## config.mk

```make
export PLATFORM = sky130hd
export DESIGN_NAME = bcd_scan_display_flat
export DESIGN_NICKNAME = d
export VERILOG_FILES = /design/src/rtl/bcd_scan_pkg.sv /design/src/rtl/bcd_scan_display_if.sv /design/src/rtl/bcd_to_seg.sv /design/src/rtl/bcd_scan_display.sv /design/src/flat_wrapper.sv
export SDC_FILE = /design/constraint.sdc
export NUM_CORES = 1
export LEC_CHECK = 0
export BUFFER_PORTS_ARGS = -buffer_cell sky130_fd_sc_hd__clkbuf_2
export CAP_MARGIN = 25
export CELL_PAD_IN_SITES_DETAIL_PLACEMENT = 1
export CELL_PAD_IN_SITES_GLOBAL_PLACEMENT = 1
export CORE_MARGIN = 3
export CORE_UTILIZATION = 45
export CTS_CLUSTER_DIAMETER = 150
export CTS_CLUSTER_SIZE = 10
export DETAILED_ROUTE_END_ITERATION = 16
export PLACE_DENSITY_LB_ADDON = 0.15
export SLEW_MARGIN = 10
export SYNTH_ARGS = -nofsm -noshare
export SYNTH_HDL_FRONTEND = slang
export SYNTH_HIERARCHICAL = 1
export SYNTH_SLANG_ARGS = --single-unit
```

## constraint.sdc

```tcl
create_clock -name clk -period 6.1 [get_ports clk]
set_clock_uncertainty 0.05 [all_clocks]
set_input_delay 1.22 -clock clk [delete_from_list [all_inputs] [get_ports clk]]
set_output_delay 1.22 -clock clk [all_outputs]
set_load 0.02 [all_outputs]
```

## src/rtl/bcd_scan_pkg.sv

```systemverilog
// Shared constants for the BCD scan display: segment patterns and nibble limits.
// Segment encoding is {g,f,e,d,c,b,a}, active-high.
package bcd_scan_pkg;

    localparam int NIB_W = 4;
    localparam logic [NIB_W-1:0] BCD_MAX = 4'd9;

    localparam logic [6:0] SEG_0     = 7'h3F;
    localparam logic [6:0] SEG_1     = 7'h06;
    localparam logic [6:0] SEG_2     = 7'h5B;
    localparam logic [6:0] SEG_3     = 7'h4F;
    localparam logic [6:0] SEG_4     = 7'h66;
    localparam logic [6:0] SEG_5     = 7'h6D;
    localparam logic [6:0] SEG_6     = 7'h7D;
    localparam logic [6:0] SEG_7     = 7'h07;
    localparam logic [6:0] SEG_8     = 7'h7F;
    localparam logic [6:0] SEG_9     = 7'h6F;
    localparam logic [6:0] SEG_E     = 7'h79;
    localparam logic [6:0] SEG_BLANK = 7'h00;

    function automatic logic [6:0] digit_seg(input logic [NIB_W-1:0] n);
        logic [6:0] s;
        case (n)
            4'd0:    s = SEG_0;
            4'd1:    s = SEG_1;
            4'd2:    s = SEG_2;
            4'd3:    s = SEG_3;
            4'd4:    s = SEG_4;
            4'd5:    s = SEG_5;
            4'd6:    s = SEG_6;
            4'd7:    s = SEG_7;
            4'd8:    s = SEG_8;
            4'd9:    s = SEG_9;
            default: s = SEG_E;
        endcase
        return s;
    endfunction

endpackage

```

## src/rtl/bcd_scan_display_if.sv

```systemverilog
// Bus bundle between the BCD counter datapath and the scan display driver.
// The master drives load/bcd_in; the slave drives the display pins and status.
interface bcd_scan_display_if #(
    parameter int DIGITS = 4
);
    import bcd_scan_pkg::*;

    logic                      load;
    logic [NIB_W*DIGITS-1:0]   bcd_in;
    logic [6:0]                seg;
    logic [DIGITS-1:0]         an;
    logic                      err;
    logic                      frame_done;

    modport master (
        output load, bcd_in,
        input  seg, an, err, frame_done
    );

    modport slave (
        input  load, bcd_in,
        output seg, an, err, frame_done
    );

endinterface

```

## src/rtl/bcd_to_seg.sv

```systemverilog
// Combinational nibble to seven-segment decoder with blanking.
// Nibbles above 9 decode to the letter E.
module bcd_to_seg
    import bcd_scan_pkg::*;
(
    input  logic [NIB_W-1:0] nib,
    input  logic             blank,
    output logic [6:0]       seg
);

    always_comb begin
        seg = SEG_BLANK;
        unique case (1'b1)
            blank:                   seg = SEG_BLANK;
            (!blank && nib > BCD_MAX): seg = SEG_E;
            default:                 seg = digit_seg(nib);
        endcase
    end

endmodule

```

## src/rtl/bcd_scan_display.sv

```systemverilog
// Tear-free multiplexed seven-segment scanner for packed BCD digits.
// Optional leading-zero blanking: define BCD_SCAN_LZ_BLANK_EN.
module bcd_scan_display
    import bcd_scan_pkg::*;
#(
    parameter int DIGITS      = 4,
    parameter int REFRESH_DIV = 1000
) (
    input  logic              clk,
    input  logic              reset,
    bcd_scan_display_if.slave bus
);

    localparam int DW = $clog2(REFRESH_DIV);
    localparam int IW = (DIGITS > 1) ? $clog2(DIGITS) : 1;
    localparam int BW = NIB_W * DIGITS;

    localparam logic [DW-1:0]     DIV_LAST = DW'(REFRESH_DIV - 1);
    localparam logic [IW-1:0]     IDX_LAST = IW'(DIGITS - 1);
    localparam logic [DIGITS-1:0] AN_ONE   = DIGITS'(1);

    logic [DW-1:0]     div;
    logic [IW-1:0]     idx;
    logic [BW-1:0]     shadow;
    logic [BW-1:0]     visible;
    logic [6:0]        seg_q;
    logic [DIGITS-1:0] an_q;
    logic              err_q;
    logic              fd_q;

    logic [NIB_W-1:0]  nib [DIGITS];
    logic [DIGITS-1:0] blank;
    logic [DIGITS-1:0] bad;
    logic [NIB_W-1:0]  cur_nib;
    logic              cur_blank;
    logic [6:0]        seg_d;
    logic              last_div;
    logic              wrap;

    for (genvar k = 0; k < DIGITS; k++) begin : g_nib
        assign nib[k] = visible[k*NIB_W +: NIB_W];
        assign bad[k] = bus.bcd_in[k*NIB_W +: NIB_W] > BCD_MAX;
    end

`ifdef BCD_SCAN_LZ_BLANK_EN
    // A digit blanks when it and every digit above it are zero.
    for (genvar k = 0; k < DIGITS; k++) begin : g_lz
        if (k == 0) begin : g_lsd
            assign blank[k] = 1'b0;
        end else begin : g_upper
            assign blank[k] = (visible[BW-1:k*NIB_W] == '0);
        end
    end
`else
    assign blank = '0;
`endif

    assign cur_nib   = nib[idx];
    assign cur_blank = blank[idx];

    bcd_to_seg u_seg (
        .nib   (cur_nib),
        .blank (cur_blank),
        .seg   (seg_d)
    );

    assign last_div = (div == DIV_LAST);
    assign wrap     = last_div && (idx == IDX_LAST);

    always_ff @(posedge clk) begin
        if (reset) begin
            div     <= '0;
            idx     <= '0;
            shadow  <= '0;
            visible <= '0;
            seg_q   <= SEG_BLANK;
            an_q    <= '0;
            err_q   <= 1'b0;
            fd_q    <= 1'b0;
        end else begin
            div <= last_div ? '0 : div + DW'(1);
            if (last_div)
                idx <= (idx == IDX_LAST) ? '0 : idx + IW'(1);
            // Promotion reads shadow before any same-edge load lands.
            if (wrap)
                visible <= shadow;
            if (bus.load) begin
                shadow <= bus.bcd_in;
                err_q  <= |bad;
            end
            fd_q  <= wrap;
            an_q  <= (div == '0) ? '0 : (AN_ONE << idx);
            seg_q <= (div == '0) ? SEG_BLANK : seg_d;
        end
    end

    assign bus.seg        = seg_q;
    assign bus.an         = an_q;
    assign bus.err        = err_q;
    assign bus.frame_done = fd_q;

endmodule

```

## src/flat_wrapper.sv

```systemverilog
// flat-port wrapper written by rule: the top's interface ports become plain ports
module bcd_scan_display_flat import bcd_scan_pkg::*;
#(
    parameter int DIGITS      = 4,
    parameter int REFRESH_DIV = 1000
)
  (clk, reset, bus_load, bus_bcd_in, bus_seg, bus_an, bus_err, bus_frame_done);
  bcd_scan_display_if #(.DIGITS(DIGITS)) bus_i ();
  input  logic clk;
  input  logic reset;
  input wire logic [$bits(bus_i.load)-1:0] bus_load;
  input wire logic [$bits(bus_i.bcd_in)-1:0] bus_bcd_in;
  output wire logic [$bits(bus_i.seg)-1:0] bus_seg;
  output wire logic [$bits(bus_i.an)-1:0] bus_an;
  output wire logic [$bits(bus_i.err)-1:0] bus_err;
  output wire logic [$bits(bus_i.frame_done)-1:0] bus_frame_done;
  assign bus_i.load = bus_load;
  assign bus_i.bcd_in = bus_bcd_in;
  assign bus_seg = bus_i.seg;
  assign bus_an = bus_i.an;
  assign bus_err = bus_i.err;
  assign bus_frame_done = bus_i.frame_done;
  bcd_scan_display #(.DIGITS(DIGITS), .REFRESH_DIV(REFRESH_DIV)) u_core (.clk(clk), .reset(reset), .bus(bus_i));
endmodule
```

==> Word-level counts from Yosys, hierarchy flattened <==
Memory sizes are Yosys's and may differ from the RTL's.
Cells that the tools add are included.
{ "totals": {"ff_bits": 57, "mem_bits_ro": 112, "wordCells": 36, "mem_count": 1} }
{ "mem_list": {"columns": ["name", "depth", "width", "rd", "rd_clocked_by_memory_dff", "write_ports", "line_no", "rtl"], "rows": [
  ["(no name shown)", 16, 7, 1, 0, 0, "bcd_scan_pkg.sv:23", "case (n)"]
]} }
{ "op_classes": {"addsub": 2, "order_cmp": 7, "n_eq_ne": 2, "n_shift": 1, "mux": 7, "bitwise_logic": 1, "n_reduce_logical": 7} }
{ "ops": {"columns": ["operator", "n"], "rows": [
  ["> comparator 4 bit (second input constant)", 5],
  ["one-hot mux 7 bit (2 select lines)", 1],
  ["adder 10 x 1 -> 10 bit (second input constant)", 1],
  ["equality test 10 bit (second input constant)", 1],
  ["zero test 10 bit", 1],
  ["binary-select mux 4 bit (select 2 bit)", 1],
  ["2-to-1 mux 4 bit", 2],
  ["OR reduction 2 bit", 2],
  ["OR reduction 4 bit", 1],
  ["left shift 1 x 2 -> 4 bit (first input constant)", 1],
  [">= comparator 3 bit (second input constant)", 1],
  ["less-than comparator 2 x 3 -> 1 bit (second input constant)", 1],
  ["inverter 2 -> 3 bit", 1],
  ["adder 2 x 1 -> 2 bit (second input constant)", 1],
  ["binary-select mux 1 bit (select 2 bit)", 1],
  ["equality test 2 bit (second input constant)", 1],
  ["logical AND 1 bit", 2],
  ["2-to-1 mux 2 bit", 1],
  ["zero test 1 bit", 1],
  ["2-to-1 mux 1 bit", 1]
]} }

==> Logic depth before layout (Yosys ltp) <==
Gate-level depths: netlist of the first run.
{ "logic_depth": {"ltp_word": 7, "depth_mapped": 8, "depth_no_buf": 7} }

==> By module <==
Netlist of the first run, hierarchy kept.
{ "modules_own_cells": {"columns": ["module", "n_inst", "cells_each", "area_each_um2"], "rows": [
  ["bcd_scan_display", 1, 232, 2237.1],
  ["bcd_to_seg", 1, 31, 230.2]
]} }

==> Least setup slack after synthesis of the first run <==
Ideal clock, no wire load.
{ "synth_path": {"kind": "input to register", "startpoint": "in reset", "endpoint": "reg u_core.fd_q (netlist: u_core/bus.frame_done)", "arrival_time_ns": 1.998, "t_required_ns": 5.911, "path_slack_ns": 3.913, "path_stages": 3, "cell_sequence": "clkbuf_1 -> clkbuf_1 -> nor2_1"} }
{ "synth_rtl": {"columns": ["item", "line_no", "rtl"], "rows": [
  ["from (decl)", "flat_wrapper.sv:10", "input logic reset;"],
  ["to (signal assigned)", "bcd_scan_display.sv:91", "fd_q <= wrap;"],
  ["to (decl)", "bcd_scan_display.sv:29", "logic fd_q;"]
]} }
No word-level cell between the ends.

==> Final worst setup path of the first run <==
{ "layout_path": {"startpoint": "reg u_core.idx[0]", "endpoint": "reg u_core.seg_q[2] (netlist: u_core/bus.seg[2])"} }
{ "layout_via": {"elab_chain_cells": 7, "word_cells_on_any_way": 11} }
{ "layout_lines": {"columns": ["item", "line_no", "rtl"], "rows": [
  ["from (decl)", "bcd_scan_display.sv:23", "logic [IW-1:0] idx;"],
  ["from (signal assigned)", "bcd_scan_display.sv:83", "idx <= (idx == IDX_LAST) ? '0 : idx + IW'(1);"],
  ["inverter 2 -> 3 bit (implied by the code) *", "bcd_scan_display.sv:58", "assign cur_nib = nib[idx];"],
  ["binary-select mux 4 bit (select 2 bit) *", "bcd_scan_display.sv:58", null],
  ["2-to-1 mux 4 bit (implied by the code) * (2 in series)", "bcd_scan_display.sv:58", null],
  ["net u_core.cur_nib[0]", "bcd_scan_display.sv:34", "logic [NIB_W-1:0] cur_nib;"],
  ["> comparator 4 bit", "bcd_to_seg.sv:15", "(!blank && nib > BCD_MAX): seg = SEG_E;"],
  ["logical AND 1 bit", "bcd_to_seg.sv:15", null],
  ["one-hot mux 7 bit (2 select lines) *", "bcd_to_seg.sv:13", "unique case (1'b1)"],
  ["net u_core.seg_d[2]", "bcd_scan_display.sv:36", "logic [6:0] seg_d;"],
  ["to (signal assigned)", "bcd_scan_display.sv:93", "seg_q <= (div == '0) ? SEG_BLANK : seg_d;"],
  ["to (decl)", "bcd_scan_display.sv:26", "logic [6:0] seg_q;"]
]} }
The timed path passes the listed nets; every way through them passes the cells marked *. The select of a mux whose other input is x is not followed.
A chain may end at the register's enable or synchronous reset.

==> results of run 1 <==
## flip-flops by register name, summed over array words and instances (netlist names)
| name | cells |
|---|---|
| u_core/bus.err | 1 |
| u_core/shadow | 16 |
| u_core/bus.an | 4 |
| u_core/div | 10 |
| u_core/bus.frame_done | 1 |
| u_core/bus.seg | 7 |
| u_core/visible | 16 |
| u_core/idx | 2 |
## power groups by stage
stage	logic (uW)	registers, uW	clock network, uW
after global routing	61.1	401	320
final	54.0	399	299
after global placement	52.6	406	0
after CTS	54.7	399	305
after floorplan	32.3	409	0
after detailed placement	54.3	407	0
## routing by layer
metal  wire, um  vias up  GRT usage
li1           -      951          -
met1       2552      886     0.2381
met2       2376       33     0.2699
met3        217       11    0.03837
met4        105        0     0.1030
met5          0        -          0
## area by class of cell
class,instances,area [sq um]
clock buffer,11,141.4
multi-input combinational,189,1237
timing repair buffer,32,162.7
tap,70,87.58
clock inverter,4,20.02
sequential,57,1141
inverter,7,26.28
fill,627,2389
## tightest hold or removal path, stage by stage (launching register included)
cell and delay (ns):
sky130_fd_sc_hd__dfxtp_1 0.31, sky130_fd_sc_hd__nand2_1 0.05, sky130_fd_sc_hd__a21oi_1 0.05
## worst max path at each step
stage | endpoint | slack (ns) | cells past startpoint
global placement | u_core/bus.an[0] | 3.53 | 4
finish | u_core/bus.seg[2] | 3.76 | 7
global route | u_core/bus.seg[2] | 3.59 | 7
detailed placement | u_core/bus.an[2] | 3.50 | 4
floorplan | u_core/bus.frame_done | 3.91 | 3
CTS | u_core/bus.seg[2] | 3.73 | 7
## per-stage QoR
stage	setup slack (ns)	cells	power (uW)
detailed placement	3.499	355	460.9
finish	3.763	370	752.3
CTS	3.734	370	758.9
global placement	3.534	355	458.7
global route	3.595	370	781.5
floorplan	3.913	269	441.1
## synth_stat cells, drive strengths merged
master and instances:
ha 10, and2 7, nand4 3, o21ai 7, conb 1, nor4b 1
nand2b 1, dfxtp 57, inv 7, buf 8, and4 3, or3 2
nand2 39, and3 3, nand3 8, mux2i 19, o31a 1, nor3b 2
a211oi 4, a31oi 3, nor2 29, and3b 1, xor2 2, a21oi 22
xnor2 3, clkbuf 8, mux4 4, and4bb 1, nor3 7
## cells by family after synthesis
| kind of cell | count (synthesis) |
|---|---|
| AOI/OAI and AO/OA | 37 |
| other | 1 |
| buffers and inverters | 23 |
| DFF | 57 |
| adders and majority gates | 10 |
| muxes | 23 |
| xor gates and xnor gates | 5 |
| and+or+nand+nor | 107 |
==> results.toml, run 1 <==
[clock_network]
h-tree-depth = 3
post_cts_buffers = 0
cts_max_path_buffers = 2
clock_insertion_delay_worst_skew_ns = 0.34
post_cts_hold_buffer_count = 0
tritoncts_clock_tree = "yes"
worst_setup_hold_path_clk_slew_ns = 0.07
cts_root_buffer = "sky130_fd_sc_hd__clkbuf_8"
post_cts_sizing = 0
clock-sinks = 57
tritoncts.num_buffers = 9

[floorplan]
fp.coreArea_sq_mm = 0.005205
io_count = 32
start_util = 0.4740
dieArea_sq_mm = 0.006407
die_height_um = 80.05
placementRows = 26
die_width_um = 80.05

[power]
max_vdd_drop_mv = 0.1664
netSwitchingFraction = 0.2511
internal-power_uw = 563.3
cellPowerDensity_mw_per_mm2 = 267.1
pwr-share-comb = 0.072
leakage_uw = 0.001148
power.net_switching_uw = 188.9
sequentialPowerShare = 0.530
clock_network_power_share = 0.398

[worst_hold_path]
min_delay_worst_endpoint = "u_core/visible[11]"
hold_path_class = "reg2reg"
hold_path.startpoint = "u_core/visible[11]"
timing.hold.worst_path_depth = 2

[setup_path]
critical-path-slowest-cell = "sky130_fd_sc_hd__mux4_2"
r2r_start = "u_core/idx[0]"
critical_path_arrival_ns = 2.57
crit_required_ns = 6.33
cp.buffers_inverters = 1
crit_path_max_fanout = 11
timing.critical_path.from = "u_core/idx[0]"
worst_r2r_endpoint = "u_core/bus.seg[2]"
setup.worst_path.end_class = "flip-flop"
cpLargestDelayFamily = "multiplexers"
timing.critical_path.from_type = "flip-flop"
reg2reg_slack_ns = 3.76
timing.reg2reg.worst_path_depth = 7
ordered_cell_list_for_the_critical_path = "mux4_2 > inv_1 > ha_1 > nor2_1 > o31a_1 > a211oi_2 > and2_1"
critical_path_class = "reg2reg"
cpPeakStageDelay_ns = 0.62

[status]
outcome = "completed"

[yosys]
synth_seq_area_share = 0.4625
synth.area.mux_share = 0.1136
synth_largest_area_cell = "sky130_fd_sc_hd__dfxtp_1"
share_of_yosys_cell_area_claimed_by_the_top_area_cell_type = 0.4625
synth_xor_area_frac = 0.01775
syn_area_sq_mm = 0.002467
average_size_of_a_mapped_cell_sq_um = 9.382
synthSimpleGateAreaFrac = 0.2074
synth_area_in_compound_gates = 0.1014
synth_cell_types = 36
synth-seq-cells = 57
instance_count_of_the_mapped_netlist = 263
yosysWarningCount = 6
ys_top_cells_by_area = "sky130_fd_sc_hd__dfxtp_1, sky130_fd_sc_hd__mux2i_1, sky130_fd_sc_hd__nand2_1"
main_combinational_cell_family_by_area_after_synthesis = "simple AND/OR/NAND/NOR gates"
synth_fa_ha_area_frac = 0.05071

[detailed_routing]
route.antenna.remaining_nets = 0
vias_per_cell = 5.084
routed_via_count = 1881
first_pass_iters = 4
routedWlPerCell_um = 14.19
drc_errors = 0
wl_um = 5252
detailedRoute.firstIterationViolations = 73

[layout]
final_core_utilization = 0.5411
post_route_cells_drive_above_1_share = 0.2167
postLayoutCellArea_sq_mm = 0.002816
mostFrequentLayoutCells = "sky130_fd_sc_hd__dfxtp_1, sky130_fd_sc_hd__nand2_1, sky130_fd_sc_hd__clkbuf_2"
commonest_non_fill_non_tap_cell_in_the_layout = "sky130_fd_sc_hd__dfxtp_1"
fin_nets = 325
n_antenna_cell = 0
flow.area_growth_from_synthesis_pct = 14.15

[grt]
grt_max_degree = 48
vias_in_the_first_global_route = 1861
grt-ovfl-total = 0
grt_antenna_before_repair = 0
global_route.usage.total = 0.1802
first_pass_grt_wire_length_um = 8811

[sta]
timing.final.setup_violations = 0
final-max-slew-violation-count = 0
grt_setup_unrepaired = "false"
timing_worst_slew_pin_value_ns = 0.6795
holdWs_ns = 0.4052
fin_setup_tns_ns = 0
finalHoldViolCount = 0
relative_max_transition_margin = 0.5449
fmax_mhz = 427.9
layout_worst_path_cycle_share = 0.3831
min_period_ns = 2.337

[run]
count_of_maximum_capacitance_violations = 0

[place]
hpwlAfterDp_um = 3712
portbufs = 31
postPlaceCellArea_sq_mm = 0.002655
gp_routability_congestion = 0.7634
(Power assumes the default switching activity.)
==> inputs of run 2 (changes only) <==
ABC_AREA = 1   (was not set)
CORE_UTILIZATION = 38   (was 45)
clock period = 2 ns   (was 6.1 ns; I/O delays follow)
==> run 2 against run 1 <==
Sequential power grew to 3.0 times the previous value. Sequential share of layout area shrank 3.1 points. Clock-buffer cell count is the same. Wire length grew 18%. Via count grew 20%. Die area grew 21%. Design area grew 8.3%. Cell count grew 25%. Area after synthesis grew 4.0%. Fmax grew 30%.
==> results.toml, run 2 <==
[status]
outcome = "completed"

[clock_network]
cts_root_buffer = "sky130_fd_sc_hd__clkbuf_8"
worst_setup_hold_path_clk_slew_ns = 0.07
tritoncts.num_buffers = 9
cts_max_path_buffers = 2
post_cts_hold_buffer_count = 0
h-tree-depth = 3
tritoncts_clock_tree = "yes"
clock_insertion_delay_worst_skew_ns = 0.33
clock-sinks = 57
post_cts_buffers = 0

[place]
hpwlAfterDp_um = 4439
post-place-cells = 446
gp_routability_congestion = 0.8576
portbufs = 31

[layout]
final-seq-area_sq_mm = 0.001142
n_antenna_cell = 0
fin_nets = 409
flow.area_growth_from_synthesis_pct = 18.88
multi_input_area_sq_mm = 0.001237
mostFrequentLayoutCells = "sky130_fd_sc_hd__nor2_1, sky130_fd_sc_hd__dfxtp_1, sky130_fd_sc_hd__nand2_1"
post_route_cells_drive_above_1_share = 0.2052
top_regs = "u_core/shadow x16, u_core/visible x16, u_core/div x10"
num-fill-cells = 814
commonest_non_fill_non_tap_cell_in_the_layout = "sky130_fd_sc_hd__nor2_1"
cell_count_final_fillers_out = 462

[yosys]
syn_area_sq_mm = 0.002565
async_flop_share = 0
synth_seq_area_share = 0.4449
share_of_yosys_cell_area_claimed_by_the_top_area_cell_type = 0.4449
cell_with_the_most_instances_after_synthesis = "sky130_fd_sc_hd__nor2_1"
instance_count_of_the_mapped_netlist = 340
average_size_of_a_mapped_cell_sq_um = 7.544
synth.cells.most_frequent = "sky130_fd_sc_hd__nor2_1, sky130_fd_sc_hd__dfxtp_1, sky130_fd_sc_hd__nand2_1, sky130_fd_sc_hd__nand3_1, sky130_fd_sc_hd__o21ai_0"
synth_largest_area_cell = "sky130_fd_sc_hd__dfxtp_1"
yosysWarningCount = 6
synth_cell_types = 32
ys_dominant_reg_cell = "sky130_fd_sc_hd__dfxtp_1"
synth-seq-cells = 57
synth_enable_flop_cells = 0
ys_top_cells_by_area = "sky130_fd_sc_hd__dfxtp_1, sky130_fd_sc_hd__nor2_1, sky130_fd_sc_hd__nand2_1"

[floorplan]
start_util = 0.3971
dieArea_sq_mm = 0.007771
placementRows = 29
io_count = 32
die_width_um = 88.16
die_height_um = 88.16
fp.coreArea_sq_mm = 0.006459

[grt]
grt_max_degree = 48
grt-ovfl-total = 0
grt_antenna_before_repair = 0
vias_in_the_first_global_route = 2333
first_pass_grt_wire_length_um = 10740
global_route.usage.total = 0.1789

[sta]
fmax_mhz = 555.2
timing_worst_slew_pin_value_ns = 0.5174
timing.final.setup_violations = 0
grt_setup_unrepaired = "true"
relative_max_transition_margin = 0.6551
final-max-slew-violation-count = 0
finalHoldViolCount = 0
layout_worst_path_cycle_share = 0.9006
min_period_ns = 1.801

[setup_path]
crit_path_max_fanout = 8
setup.worst_path.end_class = "flip-flop"
critical_path_arrival_ns = 1.96
timing.critical_path.from_type = "flip-flop"
timing.reg2reg.worst_path_depth = 8
critical_path_class = "reg2reg"
crit_required_ns = 2.16

[worst_hold_path]
timing.hold.worst_path_depth = 3
hold_path_class = "in2reg"

[detailed_routing]
drc_errors = 0
routed_via_count = 2264
detailedRoute.firstIterationViolations = 84
route.antenna.remaining_nets = 0
wl_um = 6181
routedWlPerCell_um = 13.38
vias_per_cell = 4.900
first_pass_iters = 4

[power]
cellPowerDensity_mw_per_mm2 = 789.2
finalPower_uw = 2406
leakage_uw = 0.001459
max_vdd_drop_mv = 0.3842

[run]
count_of_maximum_capacitance_violations = 0
run 2: cell types whose count changed after synthesis, sizes merged, moves of 7 or more:
cell and delta:
a21oi -14, and2 -7, inv +24, mux2i -19, nand2 +16, nand3 +24
nand4 +16, nor2 +37, o21ai +24
run 2: worst max-delay path, cell delays in order, from the launching register on:
cell                      delay [ns]
sky130_fd_sc_hd__dfxtp_2        0.40
sky130_fd_sc_hd__buf_4          0.18
sky130_fd_sc_hd__o21ai_0        0.08
sky130_fd_sc_hd__o22ai_1        0.43
sky130_fd_sc_hd__o21ai_0        0.25
sky130_fd_sc_hd__o21ai_0        0.13
sky130_fd_sc_hd__nor2_1         0.07
sky130_fd_sc_hd__inv_1          0.05
sky130_fd_sc_hd__nor2_1         0.04
run 2: metal layers:
layer | wire length, um | global-route usage | vias to the layer above
met5 | 0 | 0 | -
met4 | 106 | 0.08654 | 0
met3 | 209 | 0.03387 | 9
met2 | 2934 | 0.3068 | 35
met1 | 2931 | 0.2143 | 1028
li1 | - | - | 1192
run 2: final timing paths:
check | end | slack (ns) | from
max | u_core/bus.seg[1] | 0.20 | u_core/idx[0]
min | u_core/shadow[0] | 0.24 | bus_bcd_in[0]
max reg2reg | u_core/bus.seg[1] | 0.20 | u_core/idx[0]
min reg2reg | u_core/visible[10] | 0.42 | u_core/shadow[10]
run 2: kinds of logic after synthesis:
group / share of synthesized area
other: 0.001462
XOR/XNOR: 0.01025
flip-flops: 0.4449
AO/OA/AOI/OAI: 0.08878
adder cells (fa/ha/maj): 0.04878
buffers and inverters: 0.08146
AND/OR/NAND/NOR: 0.3244
run 2: metrics by stage:
stage	util	worst slack (ns)	hold WS, ns	area [sq um]	setup TNS (ns)
4_1_cts	0.4700	0.01283	0.2181	3035	0
3_5_place_dp	0.4384	0.03931	0.4030	2831	0
5_1_grt	0.4721	-0.03068	0.2498	3049	-0.03068
6_report	0.4721	0.1989	0.2373	3049	0
3_3_place_gp	0.4384	0.1565	0.3967	2831	0
2_1_floorplan	-	0.03455	0.3797	2569	0
run 2: area by class of cell:
cell class | count | share of cell area
Clock inverter | 5 | 0.01806
Inverter | 35 | 0.04391
Timing Repair Buffer | 41 | 0.07961
Clock buffer | 11 | 0.04637
Multi-Input combinational cell | 236 | 0.4058
Tap cell | 77 | 0.03160
Sequential cell | 57 | 0.3746
run 2: repair_timing:
item,4_1_cts,5_1_grt
resized for setup,2,5
endpoints found under the setup margin,1,7
endpoints found under the hold margin,0,0
run 2: where the power goes:
part / internal, uW / switching, uW / leakage [uW]
Clock: 604 / 453 / 0.0000953
Sequential: 1170 / 19.1 / 0.000466
Combinational: 56.8 / 99.6 / 0.000898
Total: 1830 / 571 / 0.00146
